## config.mk

```make
export PLATFORM = sky130hd
export DESIGN_NAME = matrix_mult_scheduler_flat
export DESIGN_NICKNAME = d
export VERILOG_FILES = /design/src/rtl/matrix_mult_scheduler_pkg.sv /design/src/rtl/matrix_mult_scheduler_if.sv /design/src/rtl/matrix_mult_scheduler_operand_mux.sv /design/src/rtl/matrix_mult_scheduler.sv /design/src/flat_wrapper.sv
export SDC_FILE = /design/constraint.sdc
export NUM_CORES = 1
export LEC_CHECK = 0
export BUFFER_PORTS_ARGS = -buffer_cell sky130_fd_sc_hd__buf_2
export CELL_PAD_IN_SITES_DETAIL_PLACEMENT = 1
export CELL_PAD_IN_SITES_GLOBAL_PLACEMENT = 2
export CORE_AREA = 2 2 533 535
export DETAILED_ROUTE_END_ITERATION = 8
export DIE_AREA = 0 0 535 537
export GPL_TIMING_DRIVEN = 0
export PLACE_DENSITY_LB_ADDON = 0.1
export SKIP_CTS_REPAIR_TIMING = 1
export SYNTH_ARGS = -nofsm -noshare
export SYNTH_HDL_FRONTEND = slang
export SYNTH_SLANG_ARGS = --single-unit
```

## constraint.sdc

```tcl
create_clock -name clk -period 20.1 [get_ports clk]
set_input_delay 3.015 -clock clk [delete_from_list [all_inputs] [get_ports clk]]
set_output_delay 3.015 -clock clk [all_outputs]
set_load 0.005 [all_outputs]
```

## src/rtl/matrix_mult_scheduler_pkg.sv

```systemverilog
// Shared definitions for the matrix multiply scheduler slice.
//   WORD_WIDTH    : width of one matrix element / result word.
//   sched_state_t : scheduler state encoding.
//   addr_width()  : address/counter width helper, never below 1 bit.
package matmul_pkg;

    localparam int WORD_WIDTH = 32;

    typedef enum logic [2:0] {
        S_IDLE  = 3'd0,
        S_ISSUE = 3'd1,
        S_WAIT  = 3'd2,
        S_WRITE = 3'd3,
        S_DONE  = 3'd4
    } sched_state_t;

    function automatic int addr_width(input int n);
        return (n > 1) ? $clog2(n) : 1;
    endfunction

endpackage

```

## src/rtl/matrix_mult_scheduler_if.sv

```systemverilog
// Link between the scheduler and one inner_product unit.
//   master : scheduler side (drives operands, strobes, result-ready).
//   slave  : inner_product side (drives operand acks and the result).
//
// Handshake: an operand vector is transferred on the first clock edge where
// its strobe and its ack are both high; the strobe stays high until that edge.
// A result is transferred on the edge where ip_out_stb and ip_out_ack are both
// high; ip_out_stb is a single-cycle pulse and ip_out is valid only with it.
interface matrix_mult_scheduler_if #(parameter int N = 4);
    import matmul_pkg::*;

    logic [WORD_WIDTH*N-1:0] ip_row;
    logic [WORD_WIDTH*N-1:0] ip_column;
    logic                    ip_row_stb;
    logic                    ip_column_stb;
    logic                    ip_out_ack;
    logic                    ip_row_ack;
    logic                    ip_column_ack;
    logic [WORD_WIDTH-1:0]   ip_out;
    logic                    ip_out_stb;

    modport master (
        output ip_row, ip_column, ip_row_stb, ip_column_stb, ip_out_ack,
        input  ip_row_ack, ip_column_ack, ip_out, ip_out_stb
    );

    modport slave (
        input  ip_row, ip_column, ip_row_stb, ip_column_stb, ip_out_ack,
        output ip_row_ack, ip_column_ack, ip_out, ip_out_stb
    );

endinterface

```

## src/rtl/matrix_mult_scheduler_operand_mux.sv

```systemverilog
// Combinational operand selection for one output element C(i,j).
//   a_mat, b_mat : flattened row-major N x N matrices.
//   row_sel      : row index i into A.
//   col_sel      : column index j into B.
//   row          : A(i,k) at element k.
//   column       : B(k,j) at element k.
module matrix_operand_mux
    import matmul_pkg::*;
#(
    parameter int N  = 4,
    parameter int CW = 1
) (
    input  logic [WORD_WIDTH*N*N-1:0] a_mat,
    input  logic [WORD_WIDTH*N*N-1:0] b_mat,
    input  logic [CW-1:0]             row_sel,
    input  logic [CW-1:0]             col_sel,
    output logic [WORD_WIDTH*N-1:0]   row,
    output logic [WORD_WIDTH*N-1:0]   column
);

    // Compare against every index instead of multiplying a variable into a
    // part-select base; keeps each slice constant.
    always_comb begin
        row    = '0;
        column = '0;
        for (int k = 0; k < N; k++) begin
            for (int r = 0; r < N; r++) begin
                if (row_sel == CW'(r))
                    row[WORD_WIDTH*k +: WORD_WIDTH] = a_mat[WORD_WIDTH*(r*N+k) +: WORD_WIDTH];
                if (col_sel == CW'(r))
                    column[WORD_WIDTH*k +: WORD_WIDTH] = b_mat[WORD_WIDTH*(k*N+r) +: WORD_WIDTH];
            end
        end
    end

endmodule

```

## src/rtl/matrix_mult_scheduler.sv

```systemverilog
// Walks one shared inner_product unit over all N x N elements of C = A*B,
// writing each result to a result-memory port.
//   clk, rst           : clock, asynchronous active-high reset.
//   start              : begin a product (accepted in IDLE only).
//   a_mat, b_mat       : operand matrices, stable while busy.
//   busy, done, error  : status; done is a one-cycle pulse, error is sticky
//                        (watchdog abort) until the next accepted start.
//   res_we/addr/data   : one write per element, addr = i*N + j.
//   dbg_state          : current scheduler state.
//   ip                 : handshake link to the inner_product unit.
module matrix_mult_scheduler
    import matmul_pkg::*;
#(
    parameter int N              = 4,
    parameter int TIMEOUT_CYCLES = 1023
) (
    input  logic                            clk,
    input  logic                            rst,
    input  logic                            start,
    input  logic [WORD_WIDTH*N*N-1:0]       a_mat,
    input  logic [WORD_WIDTH*N*N-1:0]       b_mat,
    output logic                            busy,
    output logic                            done,
    output logic                            error,
    output logic                            res_we,
    output logic [addr_width(N*N)-1:0]      res_addr,
    output logic [WORD_WIDTH-1:0]           res_data,
    output sched_state_t                    dbg_state,
    matrix_mult_scheduler_if.master         ip
);

    localparam int CW   = addr_width(N);
    localparam int AW   = addr_width(N*N);
    localparam int WD_W = (TIMEOUT_CYCLES > 1) ? $clog2(TIMEOUT_CYCLES) : 1;
    localparam logic [CW-1:0]   IDX_LAST = CW'(N - 1);
    localparam logic [WD_W-1:0] WD_LAST  = WD_W'((TIMEOUT_CYCLES > 0) ? TIMEOUT_CYCLES - 1 : 0);

    sched_state_t              state, state_nxt;
    logic [CW-1:0]             i, j, i_nxt, j_nxt;
    logic                      row_flag, col_flag;
    logic                      row_seen, col_seen;
    logic [WD_W-1:0]           wd_cnt;
    logic                      wd_expired;
    logic [WORD_WIDTH*N-1:0]   mux_row, mux_col;

    // Operands are selected with the *next* indices so the vector registers
    // hold the right row/column from the first ISSUE cycle onward.
    matrix_operand_mux #(.N(N), .CW(CW)) u_mux (
        .a_mat   (a_mat),
        .b_mat   (b_mat),
        .row_sel (i_nxt),
        .col_sel (j_nxt),
        .row     (mux_row),
        .column  (mux_col)
    );

    assign dbg_state  = state;
    assign res_addr   = AW'(i) * AW'(N) + AW'(j);
    assign row_seen   = row_flag | ip.ip_row_ack;
    assign col_seen   = col_flag | ip.ip_column_ack;
    assign wd_expired = (TIMEOUT_CYCLES != 0) && (wd_cnt == WD_LAST);

    always_comb begin
        state_nxt        = state;
        i_nxt            = i;
        j_nxt            = j;
        busy             = (state != S_IDLE);
        done             = (state == S_DONE);
        res_we           = (state == S_WRITE);
        ip.ip_row_stb    = (state == S_ISSUE);
        ip.ip_column_stb = (state == S_ISSUE);
        ip.ip_out_ack    = (state == S_ISSUE) || (state == S_WAIT);
        case (state)
            S_IDLE: begin
                if (start) begin
                    state_nxt = S_ISSUE;
                    i_nxt     = '0;
                    j_nxt     = '0;
                end
            end
            S_ISSUE: begin
                if (row_seen && col_seen) state_nxt = S_WAIT;
            end
            S_WAIT: begin
                // A result arriving on the final watchdog cycle still wins.
                if (ip.ip_out_stb)   state_nxt = S_WRITE;
                else if (wd_expired) state_nxt = S_IDLE;
            end
            S_WRITE: begin
                if (j == IDX_LAST) begin
                    j_nxt = '0;
                    if (i == IDX_LAST) begin
                        i_nxt     = '0;
                        state_nxt = S_DONE;
                    end else begin
                        i_nxt     = i + 1'b1;
                        state_nxt = S_ISSUE;
                    end
                end else begin
                    j_nxt     = j + 1'b1;
                    state_nxt = S_ISSUE;
                end
            end
            S_DONE:  state_nxt = S_IDLE;
            default: state_nxt = S_IDLE;
        endcase
    end

    always_ff @(posedge clk or posedge rst) begin
        if (rst) begin
            state        <= S_IDLE;
            i            <= '0;
            j            <= '0;
            row_flag     <= 1'b0;
            col_flag     <= 1'b0;
            wd_cnt       <= '0;
            error        <= 1'b0;
            res_data     <= '0;
            ip.ip_row    <= '0;
            ip.ip_column <= '0;
        end else begin
            state <= state_nxt;
            i     <= i_nxt;
            j     <= j_nxt;

            if (state == S_IDLE && start)
                error <= 1'b0;
            else if (state == S_WAIT && !ip.ip_out_stb && wd_expired)
                error <= 1'b1;

            // Acks may land in different cycles; remember each until both seen.
            if (state == S_ISSUE && !(row_seen && col_seen)) begin
                row_flag <= row_seen;
                col_flag <= col_seen;
            end else begin
                row_flag <= 1'b0;
                col_flag <= 1'b0;
            end

            // Any non-WAIT state zeroes the watchdog, so it restarts on entry.
            wd_cnt <= (state == S_WAIT) ? wd_cnt + 1'b1 : '0;

            if (state == S_WAIT && ip.ip_out_stb)
                res_data <= ip.ip_out;

            if (state_nxt == S_ISSUE && state != S_ISSUE) begin
                ip.ip_row    <= mux_row;
                ip.ip_column <= mux_col;
            end
        end
    end

endmodule
```

## src/flat_wrapper.sv

```systemverilog
// flat-port wrapper written by rule: the top's interface ports become plain ports
module matrix_mult_scheduler_flat import matmul_pkg::*;
#(
    parameter int N              = 4,
    parameter int TIMEOUT_CYCLES = 1023
)
  (clk, rst, start, a_mat, b_mat, busy, done, error, res_we, res_addr, res_data, dbg_state, ip_ip_row, ip_ip_column, ip_ip_row_stb, ip_ip_column_stb, ip_ip_out_ack, ip_ip_row_ack, ip_ip_column_ack, ip_ip_out, ip_ip_out_stb);
  matrix_mult_scheduler_if #(.N(N)) ip_i ();
  input  logic clk;
  input  logic rst;
  input  logic start;
  input  logic [WORD_WIDTH*N*N-1:0] a_mat;
  input  logic [WORD_WIDTH*N*N-1:0] b_mat;
  output logic busy;
  output logic done;
  output logic error;
  output logic res_we;
  output logic [addr_width(N*N)-1:0] res_addr;
  output logic [WORD_WIDTH-1:0] res_data;
  output sched_state_t dbg_state;
  output wire logic [$bits(ip_i.ip_row)-1:0] ip_ip_row;
  output wire logic [$bits(ip_i.ip_column)-1:0] ip_ip_column;
  output wire logic [$bits(ip_i.ip_row_stb)-1:0] ip_ip_row_stb;
  output wire logic [$bits(ip_i.ip_column_stb)-1:0] ip_ip_column_stb;
  output wire logic [$bits(ip_i.ip_out_ack)-1:0] ip_ip_out_ack;
  input wire logic [$bits(ip_i.ip_row_ack)-1:0] ip_ip_row_ack;
  input wire logic [$bits(ip_i.ip_column_ack)-1:0] ip_ip_column_ack;
  input wire logic [$bits(ip_i.ip_out)-1:0] ip_ip_out;
  input wire logic [$bits(ip_i.ip_out_stb)-1:0] ip_ip_out_stb;
  assign ip_ip_row = ip_i.ip_row;
  assign ip_ip_column = ip_i.ip_column;
  assign ip_ip_row_stb = ip_i.ip_row_stb;
  assign ip_ip_column_stb = ip_i.ip_column_stb;
  assign ip_ip_out_ack = ip_i.ip_out_ack;
  assign ip_i.ip_row_ack = ip_ip_row_ack;
  assign ip_i.ip_column_ack = ip_ip_column_ack;
  assign ip_i.ip_out = ip_ip_out;
  assign ip_i.ip_out_stb = ip_ip_out_stb;
  matrix_mult_scheduler #(.N(N), .TIMEOUT_CYCLES(TIMEOUT_CYCLES)) u_core (.clk(clk), .rst(rst), .start(start), .a_mat(a_mat), .b_mat(b_mat), .busy(busy), .done(done), .error(error), .res_we(res_we), .res_addr(res_addr), .res_data(res_data), .dbg_state(dbg_state), .ip(ip_i));
endmodule
```

==> results of run 1 <==
-- power groups by stage --
stage               combinational (uW)  clock, uW  sequential, uW
global route                      2760       1110            1170
global placement                  2610          0            1130
CTS                               2600       1100            1130
detailed placement                2590          0            1130
finish                            2490       1020            1120
floorplan                         1160          0            1110
-- sequential cells by signal, summed over array words and instances, names as in the netlist, 2 cells and up --
register / cells
u_core.res_data: 32
u_core.ip.ip_row: 128
u_core.j: 2
u_core.wd_cnt: 10
u_core.dbg_state: 3
u_core.ip.ip_column: 128
u_core.i: 2
-- cell usage after synthesis (2+ instances only) --
library cell / instances
nand3_1: 6
ha_1: 4
buf_4: 24
xor2_1: 5
or3_1: 4
a221oi_1: 17
nand4_1: 7
buf_6: 12
mux2i_1: 338
nand2b_1: 3
nand2_1: 123
buf_2: 27
a21o_1: 2
nor2b_1: 2
mux2_2: 32
a211oi_2: 100
nor2_1: 164
a21oi_1: 12
or3b_1: 2
clkbuf_1: 125
o221ai_1: 112
and3_1: 4
a211oi_1: 301
o211ai_1: 6
nor3_1: 19
nand4b_1: 2
o21ai_0: 20
dfrtp_1: 308
inv_1: 136
o22ai_1: 4
buf_1: 9
-- through the flow --
step	hold slack, ps	setup WS, ps	utilization	instance area (um^2)	TNS [ps]
3_3_place_gp	468	-438	0.110	30900	-80460
2_1_floorplan	475	8570	-	19400	0
3_5_place_dp	473	13110	0.110	31000	0
6_report	484	14120	0.117	33000	0
4_1_cts	488	13890	0.117	32900	0
5_1_grt	498	13710	0.117	32900	0
-- worst paths after layout --
| path | end | cells after the start | slack, ps | startpoint |
|---|---|---|---|---|
| min in group asynchronous | u_core.res_data[1]$_DFFE_PP0P_ | 2 | 2390 | rst |
| max reg2reg | u_core.ip.ip_row[50]$_DFFE_PP0P_ | 6 | 15440 | u_core.j[0]$_DFF_PP0_ |
| max | u_core.ip.ip_column[113]$_DFFE_PP0P_ | 9 | 14120 | start |
| max in group asynchronous | u_core.ip.ip_row[31]$_DFFE_PP0P_ | 4 | 16040 | rst |
| min | u_core.ip.ip_row[38]$_DFFE_PP0P_ | 2 | 480 | u_core.ip.ip_row[38]$_DFFE_PP0P_ |
| min reg2reg | u_core.ip.ip_row[38]$_DFFE_PP0P_ | 2 | 480 | u_core.ip.ip_row[38]$_DFFE_PP0P_ |
-- critical path: cells and delay by family --
kind,cells,cell delay [ps]
and+or+nand+nor,3,420
buffers and inverters,4,2730
AOI/OAI and AO/OA,2,340
-- cell families after synthesis --
kind of cell | share of synthesized area
fa+ha+maj | 0.00258
simple gates | 0.0734
mux | 0.193
flops | 0.397
xor+xnor | 0.00271
compound gates | 0.256
buf+inv | 0.0756
-- final cells by class --
| type | instances | area (um^2) | area share |
|---|---|---|---|
| tap | 3743 | 4680 | 0.142 |
| antenna | 47 | 118 | 0.00356 |
| inverter | 137 | 522 | 0.0158 |
| multi-input combinational | 1304 | 10200 | 0.310 |
| clock buffer | 83 | 1620 | 0.0492 |
| sequential | 308 | 7710 | 0.234 |
| timing repair buffer | 1368 | 6950 | 0.210 |
| buffer | 197 | 960 | 0.0291 |
| clock inverter | 18 | 198 | 0.00599 |
-- layer usage --
metal	share of wire	GRT usage
met5	0.0033	0
met3	0.089	0.0552
met4	0.020	0.0194
met2	0.44	0.223
met1	0.45	0.184
==> metrics.md, run 1 <==
| Metric | Value |
|---|---|
| H-tree depth | 2 |
| Crit path capture type | flop |
| Gr ovfl total | 0 |
| Cell Count, Final, Fillers Out | 7205 |
| Critical path class | input port to flop |
| Cells after synthesis | slightly below 2000 |
| Switching part of the total | 0.488 |
| Ratio of cells with drive above 1 in the final layout | 0.488 |
| Worst-Skew Late Latency | 700 ps |
| CP Cell Sequence | buf_2 > nand2b_1 > nor2_1 > o21a_1 > clkbuf_1 > clkbuf_1 > clkbuf_1 > nor2_1 > a211oi_1 |
| CTS Buf Count | 56 |
| Most common cell after layout, fill and taps aside | buf_2 |
| Crit share post-route | 0.297 |
| CTS tree | built |
| Clock power frac | 0.221 |
| Count of cell types in the netlist | 47 |
| Ports | 1364 |
| GP Congestion | 0.852 |
| # fillers | 33400 |
| Slew @ Worst Pin | 1430 ps |
| Clock slew at reported path FFs | 50 ps |
| Syn Area/Cell | 9.97 um^2 |
| Layout area overhead | 70.0% |
| CP Max Fanout | 10 |
| Ys Warns | 0 |
| Die Area | 0.287 mm^2 |
| Pint | 2370 uW |
| Seq cells post-synth | 308 |
| Maximum clock insertion buffer count | 3 |
| Slew HR | 0.0457 |
| Outcome | finished, final reports clean |
| Die width | 535 um |
| DRT Pass-1 Iters | 5 |
| Core area | 0.281 mm^2 |
| Post-Syn Area | between 0.015 and 0.02 mm^2 |
| Via density per instance | 3.22 |
| Pwr/cell area | between 100 and 150 mW/mm^2 |
| Die height | 537 um |
| Final setup violation count | 0 |
| Slowest-stage cell, CP | clkbuf_1 |
| Root Driver | clkbuf_16 |
| WL final | 211 mm |
| Tot GR Track Use | 0.141 |
| Num rows | ~200 |
| Peak Freq | between 150 and 200 MHz |
| Worst vdd ir | 0.0733 mV |
| Post-synth top area share | 0.397 |
| Final #Nets | ~4400 |
| Main synth FF type | dfrtp_1 |
| Post-synth EDFFs | 0 |
| Max-slew violation count | 0 |
| Critical Path Max Stage Delay | 1000 ps |
| CP most frequent cell | clkbuf_1 |
| RSZ-0062 raised after global routing | no |
| Total Power | between 4000 and 5000 uW |
| Type of origin of the critical path | input port |
| Arrival time worst endpoint | 6550 ps |
| Seq pwr share | 0.242 |
| CTS sink count | 308 |
| Wire per inst | 29.3 um |
| CP required | approximately 21000 ps |
| Max-cap violations | 0 |
| Initial drt markers | 890 |
| Psw | 2260 uW |
| Comb power frac | 0.537 |
| PortBufs | about 1400 |
| Syn Nets | 3012 |
| Register area share after synthesis | 0.397 |
| First-pass GRT wire length | 268 mm |
| Most frequent cells in the layout | buf_2, mux2i_1, dfrtp_1, a211oi_1, nor2_1 |
| Antenna violations before repair | 263 |
| Post-synth ARST share | 1.00 |
| Top cell type by total area after synthesis | dfrtp_1 |
| Final Hold Fails | 0 |
| Hpwl dp | ~180 mm |
| Clock Skew | approximately 38 ps |
| Initial Util | 0.0690 |
| Min Tclk post-route | 5980 ps |
| Top cells by area, synth | dfrtp_1, mux2i_1, a211oi_1 |
| Number of global-route vias before repair | roughly 25000 |
| Placed Cells | a little over 7000 |
| # DRC | 0 |
| Vias | 23200 |
| Post-route ant nets | 0 |
| Pin count of the biggest net entering global routing | 82 |
| P_leak | 0.0138 uW |
| Hold Path Class | flop to flop |
No activity file was read; power rests on OpenSTA's default activity.
==> run 2: changes to the inputs <==
--- a/config.mk
+++ b/config.mk
@@ -5,12 +5,13 @@
 export SDC_FILE = /design/constraint.sdc
 export NUM_CORES = 1
 export LEC_CHECK = 0
+export ABC_AREA = 1
 export BUFFER_PORTS_ARGS = -buffer_cell sky130_fd_sc_hd__buf_2
 export CELL_PAD_IN_SITES_DETAIL_PLACEMENT = 1
 export CELL_PAD_IN_SITES_GLOBAL_PLACEMENT = 2
-export CORE_AREA = 2 2 533 535
+export CORE_AREA = 2 2 536 538
 export DETAILED_ROUTE_END_ITERATION = 8
-export DIE_AREA = 0 0 535 537
+export DIE_AREA = 0 0 538 540
 export GPL_TIMING_DRIVEN = 0
 export PLACE_DENSITY_LB_ADDON = 0.1
 export SKIP_CTS_REPAIR_TIMING = 1
==> constraint.sdc (replaced) <==
create_clock -name clk -period 5.8 [get_ports clk]
set_input_delay 0.87 -clock clk [delete_from_list [all_inputs] [get_ports clk]]
set_output_delay 0.87 -clock clk [all_outputs]
set_load 0.005 [all_outputs]
==> run 2 against run 1 <==
Clock power grew to 3.4 times the previous value. Final cell count rose by 15%. Sequential cell count unchanged. Area after synthesis grew 0.75%. Clock skew is 15 ps lower. Critical path type is now flop to flop. Largest cell class unchanged. Utilization is essentially flat. Largest power group unchanged. Combinational power grew to 4.3 times the previous value.
==> metrics.md, run 2 <==
| Metric | Value |
|---|---|
| Hpwl dp | 196 mm |
| Clock Skew | roughly 24 ps |
| Num rows | 196 |
| Cell Count, Final, Fillers Out | slightly above 8000 |
| Cells after synthesis | 2983 |
| Top cells by instance count after synthesis | nand2_1, nand3_1, dfrtp_1 |
| Top cell type by total area after synthesis | dfrtp_1 |
| Crit path capture type | flop |
| CP Cell Sequence | nor2_2 > nand3_1 > nand3_1 > nand2_2 > nand2_1 > buf_2 > buf_2 > nand4_1 > nand2_1 > nand2_1 |
| Arrival time worst endpoint | roughly 4500 ps |
| Ratio of cells with drive above 1 in the final layout | 0.377 |
| Max-slew violation count | 0 |
| Worst R2R Path Depth | 10 |
| WL final | 228 mm |
| Syn Area/Cell | 6.56 um^2 |
| Ports | 1364 |
| Slew HR | 0.189 |
| CP required | between 6000 and 7000 ps |
| H-tree depth | 2 |
| Peak Freq | 256 MHz |
| CP most frequent cell | nand2_1 |
| Reg area | 0.00771 mm^2 |
| Top cells by area, synth | dfrtp_1, nand2_1, nand3_1 |
| Count of cell types in the netlist | 29 |
| Initial drt markers | ~920 |
| Final setup violation count | 0 |
| Seq cells post-synth | 308 |
| Most common cell after layout, fill and taps aside | buf_2 |
| Pin count of the biggest net entering global routing | 31 |
| Post-Syn Area | 0.0196 mm^2 |
| Die height | 540 um |
| Slowest-stage cell, CP | buf_2 |
| Crit share post-route | 0.672 |
| Main synth FF type | dfrtp_1 |
| Gr ovfl total | 0 |
| Critical path class | flop to flop |
| Min Tclk post-route | 3900 ps |
| Most frequent cells in the layout | buf_2, nand2_1, nand3_1, dfrtp_1, o21ai_0 |
| Post-synth ARST share | 1.00 |
| Worst vdd ir | 0.261 mV |
| Hold WS | 154 ps |
| Ys Warns | 0 |
| Placed Cells | about 8100 |
| Maximum clock insertion buffer count | 3 |
| Clock slew at reported path FFs | 60 ps |
| Number of global-route vias before repair | 29500 |
| Biggest regs | u_core.ip.ip_column: 128 flops, u_core.ip.ip_row: 128 flops, u_core.res_data: 32 flops |
| GP Congestion | 0.795 |
| Setup TNS Final | 0 ps |
| PortBufs | 1363 |
| CP Max Fanout | 12 |
| # fillers | 34700 |
| Wire per inst | 27.5 um |
| P_leak | 0.0173 uW |
| R2r setup slk | 1900 ps |
| CTS tree | built |
| Slew @ Worst Pin | 1210 ps |
| Combined area of the multi-input logic cells | 0.0101 mm^2 |
| Max-cap violations | 0 |
| Worst-Skew Late Latency | 700 ps |
| Core area | 0.284 mm^2 |
| Hold Path Class | input port to asynchronous set/reset pin |
| RSZ-0062 raised after global routing | no |
| Tot GR Track Use | 0.152 |
| Register area share after synthesis | 0.394 |
| Post-synth EDFFs | 0 |
| Initial Util | 0.0687 |
| Root Driver | clkbuf_16 |
| Syn Nets | slightly above 4000 |
| Via density per instance | around 3.2 |
| Post-synth top area share | 0.394 |
| CTS Buf Count | 55 |
| DRT Pass-1 Iters | 4 |
| Die Area | just under 0.3 mm^2 |
| Antenna violations before repair | 267 |
| Critical Path Max Stage Delay | 540 ps |
| Layout area overhead | 71.0% |
| Vias | about 27000 |
| First-pass GRT wire length | between 200 and 300 mm |
| # DRC | 0 |
| Final #Nets | 5485 |
| Type of origin of the critical path | flop |
| CTS sink count | 308 |
| Post-route ant nets | 0 |
| Final Hold Fails | 0 |
| Die width | 538 um |
| Pwr/cell area | 536 mW/mm^2 |
| Count leader, synth | nand2_1 |
| Outcome | finished, final reports clean |
-- run 2: area by class of cell --
| type | count | share of cell area |
|---|---|---|
| multi-input combinational | 2231 | 0.302 |
| sequential | 308 | 0.230 |
| timing repair buffer | 1379 | 0.214 |
| tap | 3762 | 0.141 |
| clock buffer | 83 | 0.0485 |
| inverter | 243 | 0.0274 |
| buffer | 201 | 0.0256 |
| antenna | 83 | 0.00621 |
| clock inverter | 16 | 0.00535 |
-- run 2: where the power goes --
group,total (uW),internal [uW],switching [uW]
Combinational,10600,2950,7690
Clock,3500,2040,1450
Sequential,3790,3200,592
-- run 2: through the flow --
stage / setup slack, ps / utilization / cell area [um^2] / total power (uW)
after detailed placement: 1080 / 0.110 / 31400 / 15400
after CTS: 1350 / 0.117 / 33200 / 19100
after floorplan: 831 / - / 19600 / 8330
after global routing: 1340 / 0.117 / 33300 / 19800
final: 1900 / 0.118 / 33400 / 17900
after global placement: -3860 / 0.109 / 31100 / 15300
-- run 2: cell families (layout without fill, tap and decap cells) --
kind of cell,Yosys count,in the layout,share of synthesized area
simple gates,1879,1879,0.414
buf+inv,444,1922,0.0900
compound gates,315,315,0.0809
flops,308,308,0.394
mux,32,32,0.0184
fa+ha+maj,4,4,0.00256
xor+xnor,1,1,0.000448
other cells,0,83,0
-- run 2: layer usage --
layer | global-route usage | part of all wire | up-vias
met5 | 0 | 0.0063 | -
met3 | 0.0589 | 0.089 | 440
met4 | 0.0306 | 0.024 | 228
li1 | - | - | 12500
met1 | 0.153 | 0.35 | 12700
met2 | 0.290 | 0.53 | 1117
-- run 2: path summary, 6_finish.rpt --
check | from | endpoint
min in group clk | ip_ip_out[4] | u_core.res_data[4]$_DFFE_PP0P_
max reg2reg | u_core.dbg_state[0]$_DFF_PP0_ | u_core.ip.ip_row[38]$_DFFE_PP0P_
min reg2reg | u_core.ip.ip_column[112]$_DFFE_PP0P_ | u_core.ip.ip_column[112]$_DFFE_PP0P_
min | rst | u_core.res_data[4]$_DFFE_PP0P_
max | u_core.dbg_state[0]$_DFF_PP0_ | u_core.ip.ip_row[38]$_DFFE_PP0P_
max in group asynchronous | rst | u_core.ip.ip_column[80]$_DFFE_PP0P_
-- run 2: critical path, delay by kind of cell, from the launching register on --
kind	cells	cell delay, ps
and+or+nand+nor	8	2230
buffers and inverters	2	1040
DFF	1	490
